File: config.mk
export PLATFORM = sky130hd
export DESIGN_NAME = mult8_seq_ctrl
export DESIGN_NICKNAME = d
export VERILOG_FILES = /design/src/rtl/mult_pkg.sv /design/src/rtl/mult8_seq_ctrl_adder8b.sv /design/src/rtl/mult8_seq_ctrl.sv
export SDC_FILE = /design/constraint.sdc
export NUM_CORES = 1
export LEC_CHECK = 0
export ABC_AREA = 1
export CORE_MARGIN = 2
export CORE_UTILIZATION = 46
export CTS_CLUSTER_SIZE = 8
export DETAILED_ROUTE_END_ITERATION = 10
export GPL_TIMING_DRIVEN = 0
export PLACE_DENSITY = 0.76
export SYNTH_ARGS = -nofsm -noshare
export SYNTH_HDL_FRONTEND = slang
export SYNTH_SLANG_ARGS = --single-unit
File: constraint.sdc
create_clock -name clock -period 1.8 [get_ports clock]
set_clock_uncertainty 0.15 [all_clocks]
set_input_delay 0.36 -clock clock [delete_from_list [all_inputs] [get_ports clock]]
set_output_delay 0.36 -clock clock [all_outputs]
set_load 0.01 [all_outputs]
File: src/rtl/mult_pkg.sv
// -----------------------------------------------------------------------------
// mult_pkg
// Shared definitions for the sequential shift-and-add multiplier controller:
// the FSM state encoding and the fixed operand width / iteration count.
// -----------------------------------------------------------------------------
package mult_pkg;

    // 2'b11 is unused and is steered back to IDLE by the FSM default branch.
    typedef enum logic [1:0] {
        IDLE = 2'b00,
        RUN  = 2'b01,
        DONE = 2'b10
    } mult_state_e;

    localparam int MULT_W    = 8;
    localparam int MULT_ITER = 8;

endpackage : mult_pkg

File: src/rtl/mult8_seq_ctrl_adder8b.sv
// -----------------------------------------------------------------------------
// adder8b
// Shared 8-bit ripple adder with a 9-bit result (carry out in s[8]).
// Ports:
//   a  in  8   first addend (ACC in the multiplier)
//   b  in  8   second addend (multiplicand M)
//   s  out 9   a + b, carry in bit 8
// -----------------------------------------------------------------------------
module adder8b (
    input  logic [7:0] a,
    input  logic [7:0] b,
    output logic [8:0] s
);

    assign s = {1'b0, a} + {1'b0, b};

endmodule : adder8b

File: src/rtl/mult8_seq_ctrl.sv
// -----------------------------------------------------------------------------
// mult8_seq_ctrl
// Sequential 8x8 unsigned shift-and-add multiplier. One shared 8-bit adder is
// reused for 8 iterations; the product is {ACC,Q} and is registered.
// Ports:
//   clock    in  1   system clock, rising edge
//   reset_n  in  1   asynchronous active-low reset
//   start    in  1   request, sampled only in IDLE
//   A, B     in  8   multiplicand / multiplier, captured on the accepting edge
//   busy     out 1   high from the accepting edge until return to IDLE
//   done     out 1   one-cycle pulse, P valid while high
//   P        out 16  product, held until the next accepted start
// Optional feature (macro MULT_ZERO_BYPASS_EN): a zero operand skips RUN and
// produces the done pulse one cycle after the accept.
// -----------------------------------------------------------------------------
module mult8_seq_ctrl
    import mult_pkg::*;
#(
    parameter int WIDTH = 8,
    parameter int CNT_W = 3
) (
    input  logic               clock,
    input  logic               reset_n,
    input  logic               start,
    input  logic [WIDTH-1:0]   A,
    input  logic [WIDTH-1:0]   B,
    output logic               busy,
    output logic               done,
    output logic [2*WIDTH-1:0] P
);

    // The adder is hard-wired to 8 bits, so other widths cannot work.
    if (WIDTH != MULT_W || CNT_W != $clog2(WIDTH)) begin : g_bad_width
        $error("mult8_seq_ctrl: only WIDTH=8, CNT_W=3 is supported");
    end

    mult_state_e      state_q, state_d;
    logic [WIDTH-1:0] m_q, m_d;
    logic [WIDTH-1:0] acc_q, acc_d;
    logic [WIDTH-1:0] q_q, q_d;
    logic [CNT_W-1:0] cnt_q, cnt_d;
    logic             busy_q, busy_d;
    logic             done_q, done_d;

    logic [WIDTH:0]   sum;
    logic [WIDTH:0]   t;

    adder8b u_adder (
        .a (acc_q),
        .b (m_q),
        .s (sum)
    );

    always_comb begin
        state_d = state_q;
        m_d     = m_q;
        acc_d   = acc_q;
        q_d     = q_q;
        cnt_d   = cnt_q;
        busy_d  = busy_q;
        done_d  = 1'b0;
        // Add M only when the current multiplier LSB is set; the 9-bit result
        // is then shifted right so the carry lands in ACC[7].
        t       = q_q[0] ? sum : {1'b0, acc_q};

        case (state_q)
            IDLE: begin
                busy_d = 1'b0;
                if (start) begin
                    m_d     = A;
                    q_d     = B;
                    acc_d   = '0;
                    cnt_d   = '0;
                    busy_d  = 1'b1;
                    state_d = RUN;
`ifdef MULT_ZERO_BYPASS_EN
                    if (A == '0 || B == '0) begin
                        q_d     = '0;
                        state_d = DONE;
                    end
`endif
                end
            end
            RUN: begin
                acc_d = t[WIDTH:1];
                q_d   = {t[0], q_q[WIDTH-1:1]};
                cnt_d = cnt_q + 1'b1;
                if (cnt_q == CNT_W'(MULT_ITER - 1)) begin
                    state_d = DONE;
                    done_d  = 1'b1;
                end
            end
            DONE: begin
                // Normal entry raises done on the entering edge; the bypass
                // entry arrives with done low and raises it one edge later.
                if (done_q) begin
                    state_d = IDLE;
                    busy_d  = 1'b0;
                end else begin
                    done_d = 1'b1;
                end
            end
            default: begin
                state_d = IDLE;
                busy_d  = 1'b0;
            end
        endcase
    end

    always_ff @(posedge clock or negedge reset_n) begin
        if (!reset_n) begin
            state_q <= IDLE;
            m_q     <= '0;
            acc_q   <= '0;
            q_q     <= '0;
            cnt_q   <= '0;
            busy_q  <= 1'b0;
            done_q  <= 1'b0;
        end else begin
            state_q <= state_d;
            m_q     <= m_d;
            acc_q   <= acc_d;
            q_q     <= q_d;
            cnt_q   <= cnt_d;
            busy_q  <= busy_d;
            done_q  <= done_d;
        end
    end

    assign busy = busy_q;
    assign done = done_q;
    assign P    = {acc_q, q_q};

endmodule : mult8_seq_ctrl

==> impl_metrics.json, run 1 <==
{
  "wirelength_microns": 4070,
  "synth_edf_count": 0,
  "synth_top_cell_area_share_pct": 44.0,
  "antenna_found_initial": 0,
  "cp_max_fo": 3,
  "syn2layout_area_growth_pct": 38.4,
  "worstHoldPathType": "reg -> reg",
  "slew_headroom_pct": 52.6,
  "n_antenna_cell": 0,
  "synthCells": 215,
  "finalPower_uw": 4700,
  "dieArea_sq_mm": 0.00434,
  "io_buffers": 36,
  "vias_per_cell": 5.03,
  "setup_slack_ns": -0.0213,
  "fmax_ghz": 0.549,
  "worstMarginPinSlew_ns": 0.711,
  "grt_max_degree": 32,
  "status": "finished, violations left",
  "setup_viol": 2,
  "hp-start": "cnt_q[1]",
  "max_cap_violations": 0,
  "die_h_microns": 65.9,
  "yosys.area.top_type": "dfrtp_1",
  "syn-num-nets": 248,
  "cellPowerDensity_mw_per_mm2": 1930,
  "synth_commonest_cells": "nand2_1 (60), dfrtp_1 (31), nor2_1 (21)",
  "drtIter0Drc": 91,
  "finalCritPeriodShare_pct": 101,
  "yosysMostFrequentCell": "nand2_1",
  "rsz0062_at_grt": "yes",
  "ys_top_cells_by_area": "dfrtp_1 (44%), nand2_1 (13%), ha_1 (9.2%)",
  "drt-pass1-iter-count": 6,
  "clk_transition_reported_paths_ns": 0.07,
  "ys_seq_area_share_pct": 44.0,
  "grt_pass1_vias": 1584,
  "clkSinkCount": 31,
  "insertion_delay_ns": 0.28,
  "gp_congestion": 0.826,
  "grt-ovfl-total": 0,
  "min_to": "cnt_q[1]",
  "fin_cells": 315,
  "numCtsBuffers": 5,
  "grt.total_usage_pct": 20.9,
  "reg2reg_depth": 10,
  "clockBufferDepth": 2,
  "synth-async-reset-ratio_pct": 100,
  "placed_cells": 299,
  "crit_arrival_ns": 1.89,
  "synth_seq_cells": 31,
  "cts_tree": "built",
  "worstReg2RegEnd": "acc_q[7]",
  "tns_ns": -0.0342,
  "utilization_pct": 66.6,
  "ff2ff_setup_slack_ns": -0.02,
  "holdPathStages": 2,
  "yosys_warnings": 0,
  "vias": 1586,
  "h-tree-depth": 2,
  "synth_cell_types": 26,
  "pre_cts_slack_ns": -0.0817,
  "fin_nets": 299,
  "drive_above_1_share_pct": 19.5,
  "start_util_pct": 48.2,
  "hpwl_microns": 2830,
  "cp-end-kind": "flip-flop",
  "io-pin-count": 37,
  "max-vdd-ir-drop_mv": 0.936,
  "ant_nets": 0,
  "grt_pass1_wl_microns": 6910,
  "start_kind": "flip-flop",
  "slew_viol_final": 0,
  "die_w_microns": 65.9,
  "avgSynthCellArea_sq_um": 8.20,
  "fp-row-count": 22,
  "crit_type": "reg -> reg",
  "finalCriticalPeriod_ns": 1.82,
  "timing.rr.start": "acc_q[0]",
  "drc": 0,
  "ctsRootBufferMaster": "clkbuf_8",
  "worstPathRequired_ns": 1.87,
  "power.static_leakage_uw": 0.00118,
  "violations": "negative setup slack",
  "core_area_sq_mm": 0.00366,
  "netlist_area_sq_mm": 0.00176,
  "wire_per_inst_microns": 12.9,
  "synth_flop_cell": "dfrtp_1",
  "hold_viol_final": 0
}
-- where the power goes --
group          switching [uW]  internal, uW
sequential                256          1020
combinational            1540          1350
clock                     260           271
total                    2060          2640
-- state kept, by name, indices dropped and copies added (netlist names) --
| signal | cells |
|---|---|
| m_q | 8 |
| q_q | 8 |
| done | 1 |
| state_q | 2 |
| busy | 1 |
| cnt_q | 3 |
| acc_q | 8 |
-- layer usage --
metal / vias to the layer above / share of wire (%) / global-route usage [%] / wire (microns)
li1: 800 / - / - / -
met2: 30 / 50 / 35.1 / 2040
met4: 0 / 1.4 / 8.33 / 58
met1: 751 / 44 / 25.5 / 1800
met3: 5 / 4.3 / 5.28 / 176
met5: - / 0 / 0 / 0
-- cell usage in the layout, fill, tap and decap left out --
cell type / n
clkbuf_1: 4
a21oi_1: 9
mux2_2: 7
inv_1: 18
o21a_1: 1
nor2_1: 21
a21boi_0: 1
nand3b_1: 1
buf_4: 9
ha_4: 3
dlygate4sd3_1: 1
or2_4: 1
nand2_2: 1
buf_2: 3
dlymetal6s2s_1: 2
a31oi_1: 8
nand3_2: 4
or2_1: 1
xnor2_1: 1
fa_2: 1
o21ai_1: 6
inv_2: 4
dfrtp_2: 1
nand2_1: 57
o211ai_1: 1
o21ai_0: 6
clkinv_2: 1
buf_6: 1
nand3_1: 8
clkbuf_8: 5
o31ai_4: 1
ha_1: 7
nand2_4: 3
dfrtp_1: 30
a21oi_2: 2
ha_2: 3
or2_2: 2
clkdlybuf4s50_1: 32
-- final cells by class --
class | instances | area [sq um]
Buffer | 6 | 36.3
Clock buffer | 7 | 76.3
Clock inverter | 1 | 5.00
Fill cell | 312 | 1220
Inverter | 22 | 82.6
Multi-Input combinational cell | 156 | 982
Sequential cell | 31 | 777
Tap cell | 48 | 60.1
Timing Repair Buffer | 44 | 420
-- critical path, stage by stage (launching register included) --
cell,delay [ns]
dfrtp_1,0.36
ha_2,0.19
inv_2,0.04
fa_2,0.37
inv_2,0.06
nand2_2,0.05
nand2_4,0.07
nand2_4,0.06
o31ai_4,0.26
nand2_1,0.09
nand2_1,0.06
-- worst max path at each step --
stage | cells past startpoint | startpoint | endpoint
2_1_floorplan | 11 | acc_q[0] | acc_q[3]
6_report | 10 | acc_q[0] | acc_q[7]
3_3_place_gp | 1 | reset_n | m_q[6]
4_1_cts | 11 | acc_q[0] | acc_q[3]
3_5_place_dp | 10 | acc_q[0] | acc_q[7]
5_1_grt | 11 | acc_q[0] | acc_q[3]
-- cells by family (layout without fill, tap and decap cells) --
kind of cell    after synthesis  after routing  share of synthesized area, %
compound gates               35             35                          11.1
xor+xnor                      1              1                         0.497
flops                        31             31                          44.0
fa+ha+maj                    14             14                          10.4
simple gates                 99             99                          22.9
buf+inv                      28             80                          6.74
mux                           7              7                          4.47
-- what timing repair did --
action	in CTS	in global routing
gates resized for setup	3	22
pin swaps	2	9
buffers inserted	1	6
setup endpoints to repair	2	10
hold buffers	1	0
hold endpoints to repair	25	0
-- per-stage QoR --
stage / area [sq um] / hold WS (ns)
after global placement: 2200 / 0.308
after global routing: 2440 / 0.365
after floorplan: 1780 / -0.0856
after detailed placement: 2190 / 0.297
after CTS: 2300 / 0.337
final: 2440 / 0.333
(Power assumes the default switching activity.)
==> inputs of run 2 (changes only) <==
CORE_MARGIN = unset   (was 2)
==> run 2 against run 1 <==
The run ends with negative hold slack left. Clock power up 4%. Sequential power about the same. Critical path depth up 1. Global-route usage down 0.54 points. Flip-flop and latch count unchanged. Cell count down 1.9%. Largest cell class unchanged. Combinational power down 3%. Cell area down 1.2%. Register-to-register slack better by 0.03 ns. Sequential share of layout area up 0.43 points. Die area down 6.0%. First-iteration DRC count down 31%.
==> impl_metrics.json, run 2 (synthesis gave the netlist of run 1 again) <==
{
  "largestRegisters": "acc_q (8), m_q (8), q_q (8)",
  "final_area_sq_mm": 0.00241,
  "crit_arrival_ns": 1.85,
  "worstMarginPinSlew_ns": 0.703,
  "intPower_uw": 2640,
  "hold_buffers": 0,
  "drtIter0Drc": 63,
  "vias": 1562,
  "fin_nets": 294,
  "ff2ff_setup_slack_ns": 0.007,
  "grt.total_usage_pct": 20.3,
  "ant_nets": 0,
  "numCtsBuffers": 5,
  "syn2layout_area_growth_pct": 36.8,
  "start_util_pct": 48.2,
  "violations": "negative hold slack",
  "h-tree-depth": 2,
  "tns_ns": 0,
  "max-vdd-ir-drop_mv": 0.998,
  "clk_transition_reported_paths_ns": 0.06,
  "worstPathRequired_ns": 1.86,
  "setup_viol": 0,
  "clock_power_share_pct": 11.9,
  "die_h_microns": 63.9,
  "drc": 0,
  "io_buffers": 36,
  "p_switching_uw": 2000,
  "clockBufferDepth": 2,
  "vias_per_cell": 5.06,
  "antenna_found_initial": 0,
  "fmax_ghz": 0.558,
  "core_area_sq_mm": 0.00366,
  "worstHoldPathType": "in -> async",
  "max_cap_violations": 0,
  "grt-ovfl-total": 0,
  "crit_type": "reg -> reg",
  "met3_usage_pct": 5.54,
  "slew_viol_final": 0,
  "cellPowerDensity_mw_per_mm2": 1930,
  "holdWs_ns": -0.0262,
  "dieArea_sq_mm": 0.00408,
  "rsz0062_at_grt": "yes",
  "wirelength_microns": 3870,
  "grt_pass1_wl_microns": 6350,
  "seq_power_share_pct": 27.9,
  "gr-usage-met1_pct": 23.7,
  "ctsRootBufferMaster": "clkbuf_8",
  "gp_congestion": 0.820,
  "final_common_cell": "nand2_1",
  "start_kind": "flip-flop",
  "crit_chain": "ha_2 > inv_2 > fa_2 > inv_2 > nand2_2 > nand2_4 > nand2_4 > or2_4 > nand3_2 > nand2_1 > o21ai_1",
  "insertion_delay_ns": 0.28,
  "status": "finished, violations left",
  "wire_per_inst_microns": 12.5,
  "power.static_leakage_uw": 0.00116,
  "path_delay_family": "adder cells",
  "cp_max_fo": 3,
  "place_area_sq_mm": 0.00220,
  "cpPeakStageDelay_ns": 0.37,
  "cp_slowest_cell": "fa_2",
  "worst-path-buf-inv": 2,
  "drt-pass1-iter-count": 4,
  "combPwrFrac_pct": 60.3,
  "clkSinkCount": 31,
  "fp-row-count": 22,
  "grt_pass1_vias": 1507,
  "hold_viol_final": 31,
  "fin_cells": 309,
  "switching_share_pct": 43.1,
  "n_antenna_cell": 0,
  "finalCritPeriodShare_pct": 99.6,
  "io-pin-count": 37,
  "grt_use_met2_pct": 35.5,
  "grt_max_degree": 32,
  "placed_cells": 299,
  "slew_headroom_pct": 53.1,
  "layout_common_cells": "nand2_1 (56), clkdlybuf4s50_1 (33), dfrtp_1 (29)",
  "finalCriticalPeriod_ns": 1.79,
  "die_w_microns": 63.9,
  "hpwl_microns": 2740,
  "cp-end-kind": "flip-flop",
  "top_usage_layer": "met2",
  "drive_above_1_share_pct": 18.8,
  "cts_tree": "built"
}
==> run 2: timing repair <==
action | CTS | global route
gates resized for setup | 3 | 22
buffers inserted | 2 | 1
pin swaps | 2 | 6
endpoints found under the setup margin | 34 | 10
==> run 2: routing by layer <==
metal	up-vias	wire length, microns	part of all wire (%)
met5	-	0	0
met4	0	46	1.2
met3	6	185	4.8
met2	32	1920	50
met1	733	1720	44
li1	791	-	-
==> run 2: metrics by stage <==
stage	hold slack, ns	setup slack (ns)	utilization (%)	total power (uW)
finish	-0.0262	0.00652	65.9	4650
CTS	0.333	0.00975	62.9	4360
detailed placement	0.317	-0.371	60.0	3740
floorplan	-0.0856	-0.00324	-	2930
global route	0.0328	-0.121	65.9	5070
global placement	0.308	-0.351	60.0	3680
==> run 2: power by group through the flow <==
stage | Clock (uW) | Combinational (uW) | Sequential (uW)
6_report | 551 | 2800 | 1290
4_1_cts | 564 | 2540 | 1260
2_1_floorplan | 0 | 1630 | 1300
3_5_place_dp | 0 | 2470 | 1270
3_3_place_gp | 0 | 2420 | 1260
5_1_grt | 589 | 3140 | 1340
==> run 2: area by class of cell <==
type                       instances  area (sq um)
sequential                        31           778
clock buffer                       6          82.6
clock inverter                     1          5.00
inverter                          22          82.6
fill                             292          1250
tap                               48          60.1
timing repair buffer              39           383
buffer                             6          37.5
multi-input combinational        156           982
==> run 2: path summary, 6_finish.rpt <==
path / start / to / cells after the start
min: reset_n / q_q[6] / 1
min in group clock: cnt_q[1] / cnt_q[1] / 2
max reg2reg: m_q[0] / acc_q[3] / 11
min reg2reg: cnt_q[1] / cnt_q[1] / 2
max in group asynchronous: reset_n / acc_q[5] / 1
max: m_q[0] / acc_q[3] / 11
==> inputs of run 3 (changes only) <==
CAP_MARGIN = 20   (was unset)
CORE_UTILIZATION = 50   (was 46)
PLACE_DENSITY = 0.78   (was 0.76)
clock period = 2.22 ns   (was 1.8 ns; I/O delays follow)
==> run 3 against run 2 <==
Critical path depth unchanged. Fmax is 10% lower. First-iteration DRC count rose by 56%. The run now ends clean. Cell area decreased by 8.0%. Worst hold slack better by 0.037 ns.
==> impl_metrics.json, run 3 (synthesis gave the netlist of run 1 again) <==
{
  "status": "completed",
  "nFillCells": 321,
  "cpPeakStageDelay_ns": 0.41,
  "rsz0062_at_grt": "no",
  "core_area_sq_mm": 0.00336,
  "numCtsBuffers": 5,
  "start_kind": "flip-flop",
  "crit_chain": "ha_1 > inv_1 > fa_1 > inv_1 > nand2_1 > nand2_1 > nand2_1 > or2_2 > nand3_1 > nand2_1 > o21ai_0",
  "grt_pass1_wl_microns": 5940,
  "slew_viol_final": 0,
  "placed_cells": 297,
  "n_antenna_cell": 0,
  "io_buffers": 36,
  "start_util_pct": 52.4,
  "cp-end-kind": "flip-flop",
  "grt.total_usage_pct": 21.9,
  "die_w_microns": 61.4,
  "worstPathRequired_ns": 2.32,
  "grt_pass1_vias": 1378,
  "max-vdd-ir-drop_mv": 0.801,
  "antenna_found_initial": 0,
  "final_area_sq_mm": 0.00222,
  "fp-row-count": 21,
  "setup_slack_ns": 0.220,
  "crit_arrival_ns": 2.10,
  "setup_viol": 0,
  "gp_congestion": 0.907,
  "cts_tree": "built",
  "vias": 1566,
  "grt-ovfl-total": 0,
  "cp_common_cell": "nand2_1",
  "place_area_sq_mm": 0.00218,
  "grt_max_degree": 32,
  "ctsRootBufferMaster": "clkbuf_4",
  "hpwl_microns": 2730,
  "largestRegisters": "acc_q (8), m_q (8), q_q (8)",
  "drt-pass1-iter-count": 4,
  "pre_cts_slack_ns": 0.235,
  "wirelength_microns": 3740,
  "cts_repair_resize_count": 0,
  "drc": 0,
  "hold_buffers": 0,
  "slew_headroom_pct": 52.3,
  "h-tree-depth": 2,
  "insertion_delay_ns": 0.33,
  "clk_transition_reported_paths_ns": 0.09,
  "utilization_pct": 65.9,
  "fin_cells": 303,
  "hold_viol_final": 0,
  "clockBufferDepth": 2,
  "clkSinkCount": 31,
  "postCtsSetupBuffers": 0,
  "ant_nets": 0,
  "die_h_microns": 61.4,
  "fmax_ghz": 0.500,
  "fin_nets": 291,
  "finalCritPeriodShare_pct": 90.1,
  "crit_type": "reg -> reg",
  "cp_max_fo": 3,
  "drive_above_1_share_pct": 8.95,
  "vias_per_cell": 5.17,
  "worstHoldPathType": "in -> async",
  "drtIter0Drc": 98,
  "io-pin-count": 37,
  "finalCriticalPeriod_ns": 2.00,
  "layout_common_cells": "nand2_1 (60), clkdlybuf4s50_1 (35), dfrtp_1 (31)",
  "cellPowerDensity_mw_per_mm2": 1490,
  "cp_slowest_cell": "fa_1",
  "dieArea_sq_mm": 0.00377,
  "wire_per_inst_microns": 12.3,
  "power.static_leakage_uw": 0.00108,
  "syn2layout_area_growth_pct": 25.8,
  "worstMarginPinSlew_ns": 0.715,
  "max_cap_violations": 0,
  "final_common_cell": "nand2_1"
}
## run 3: cell types whose count changed in the layout (fill, tap and decap cells not counted), moves of 3 or more
cell and delta:
buf_4 -3, ha_1 +5, ha_4 -4, clkbuf_8 -6, clkbuf_4 +5, nand3_2 -4, nand3_1 +4, nand2_1 +4
## run 3: path summary, 6_finish.rpt
kind	cells after the start	from	end	slack, ns
worst max-delay path	11	acc_q[0]	acc_q[3]	0.22
worst min-delay path	1	reset_n	m_q[6]	0.01
worst max register to register	11	acc_q[0]	acc_q[3]	0.22
worst min register to register	2	cnt_q[1]	cnt_q[1]	0.33
max in group asynchronous	1	reset_n	q_q[2]	1.45
min in group clock	2	cnt_q[1]	cnt_q[1]	0.33
## run 3: layout make-up
type,instances,area (sq um),share of cell area (%)
repair buffers,36,355,16.0
plain buffers,6,36.3,1.64
clock buffers,6,41.3,1.86
multi-input cells,156,868,39.2
inverters,22,82.6,3.72
well taps,46,57.6,2.60
flip-flops and latches,31,776,35.0
## run 3: report_power, final
group	internal [uW]	switching (uW)	leakage (uW)	total [uW]
Clock	112	181	0.0000242	293
Sequential	827	186	0.000376	1010
Combinational	904	1100	0.000678	2000
## run 3: per-layer routing
metal | up-vias | global-route usage, % | routed length (microns)
li1 | 782 | - | -
met1 | 735 | 28.3 | 1750
met2 | 42 | 34.6 | 1760
met3 | 7 | 5.46 | 170
met4 | 0 | 10.2 | 60
met5 | - | 0 | 0
## run 3: through the flow
step / hold slack (ns) / setup TNS, ns / power (uW)
2_1_floorplan: -0.00159 / 0 / 2350
5_1_grt: 0.0627 / 0 / 3620
4_1_cts: 0.0235 / 0 / 3320
3_5_place_dp: 0.316 / 0 / 3010
3_3_place_gp: 0.309 / -1.98 / 2950
6_report: 0.0104 / 0 / 3310
## run 3: worst max-delay path: cells and delay by family (launching register included)
| kind | cells | cell delay [ns] |
|---|---|---|
| DFF | 1 | 0.39 |
| AOI/OAI and AO/OA | 1 | 0.07 |
| buffers and inverters | 2 | 0.13 |
| adders and majority gates | 2 | 0.59 |
| and+or+nand+nor | 6 | 0.60 |
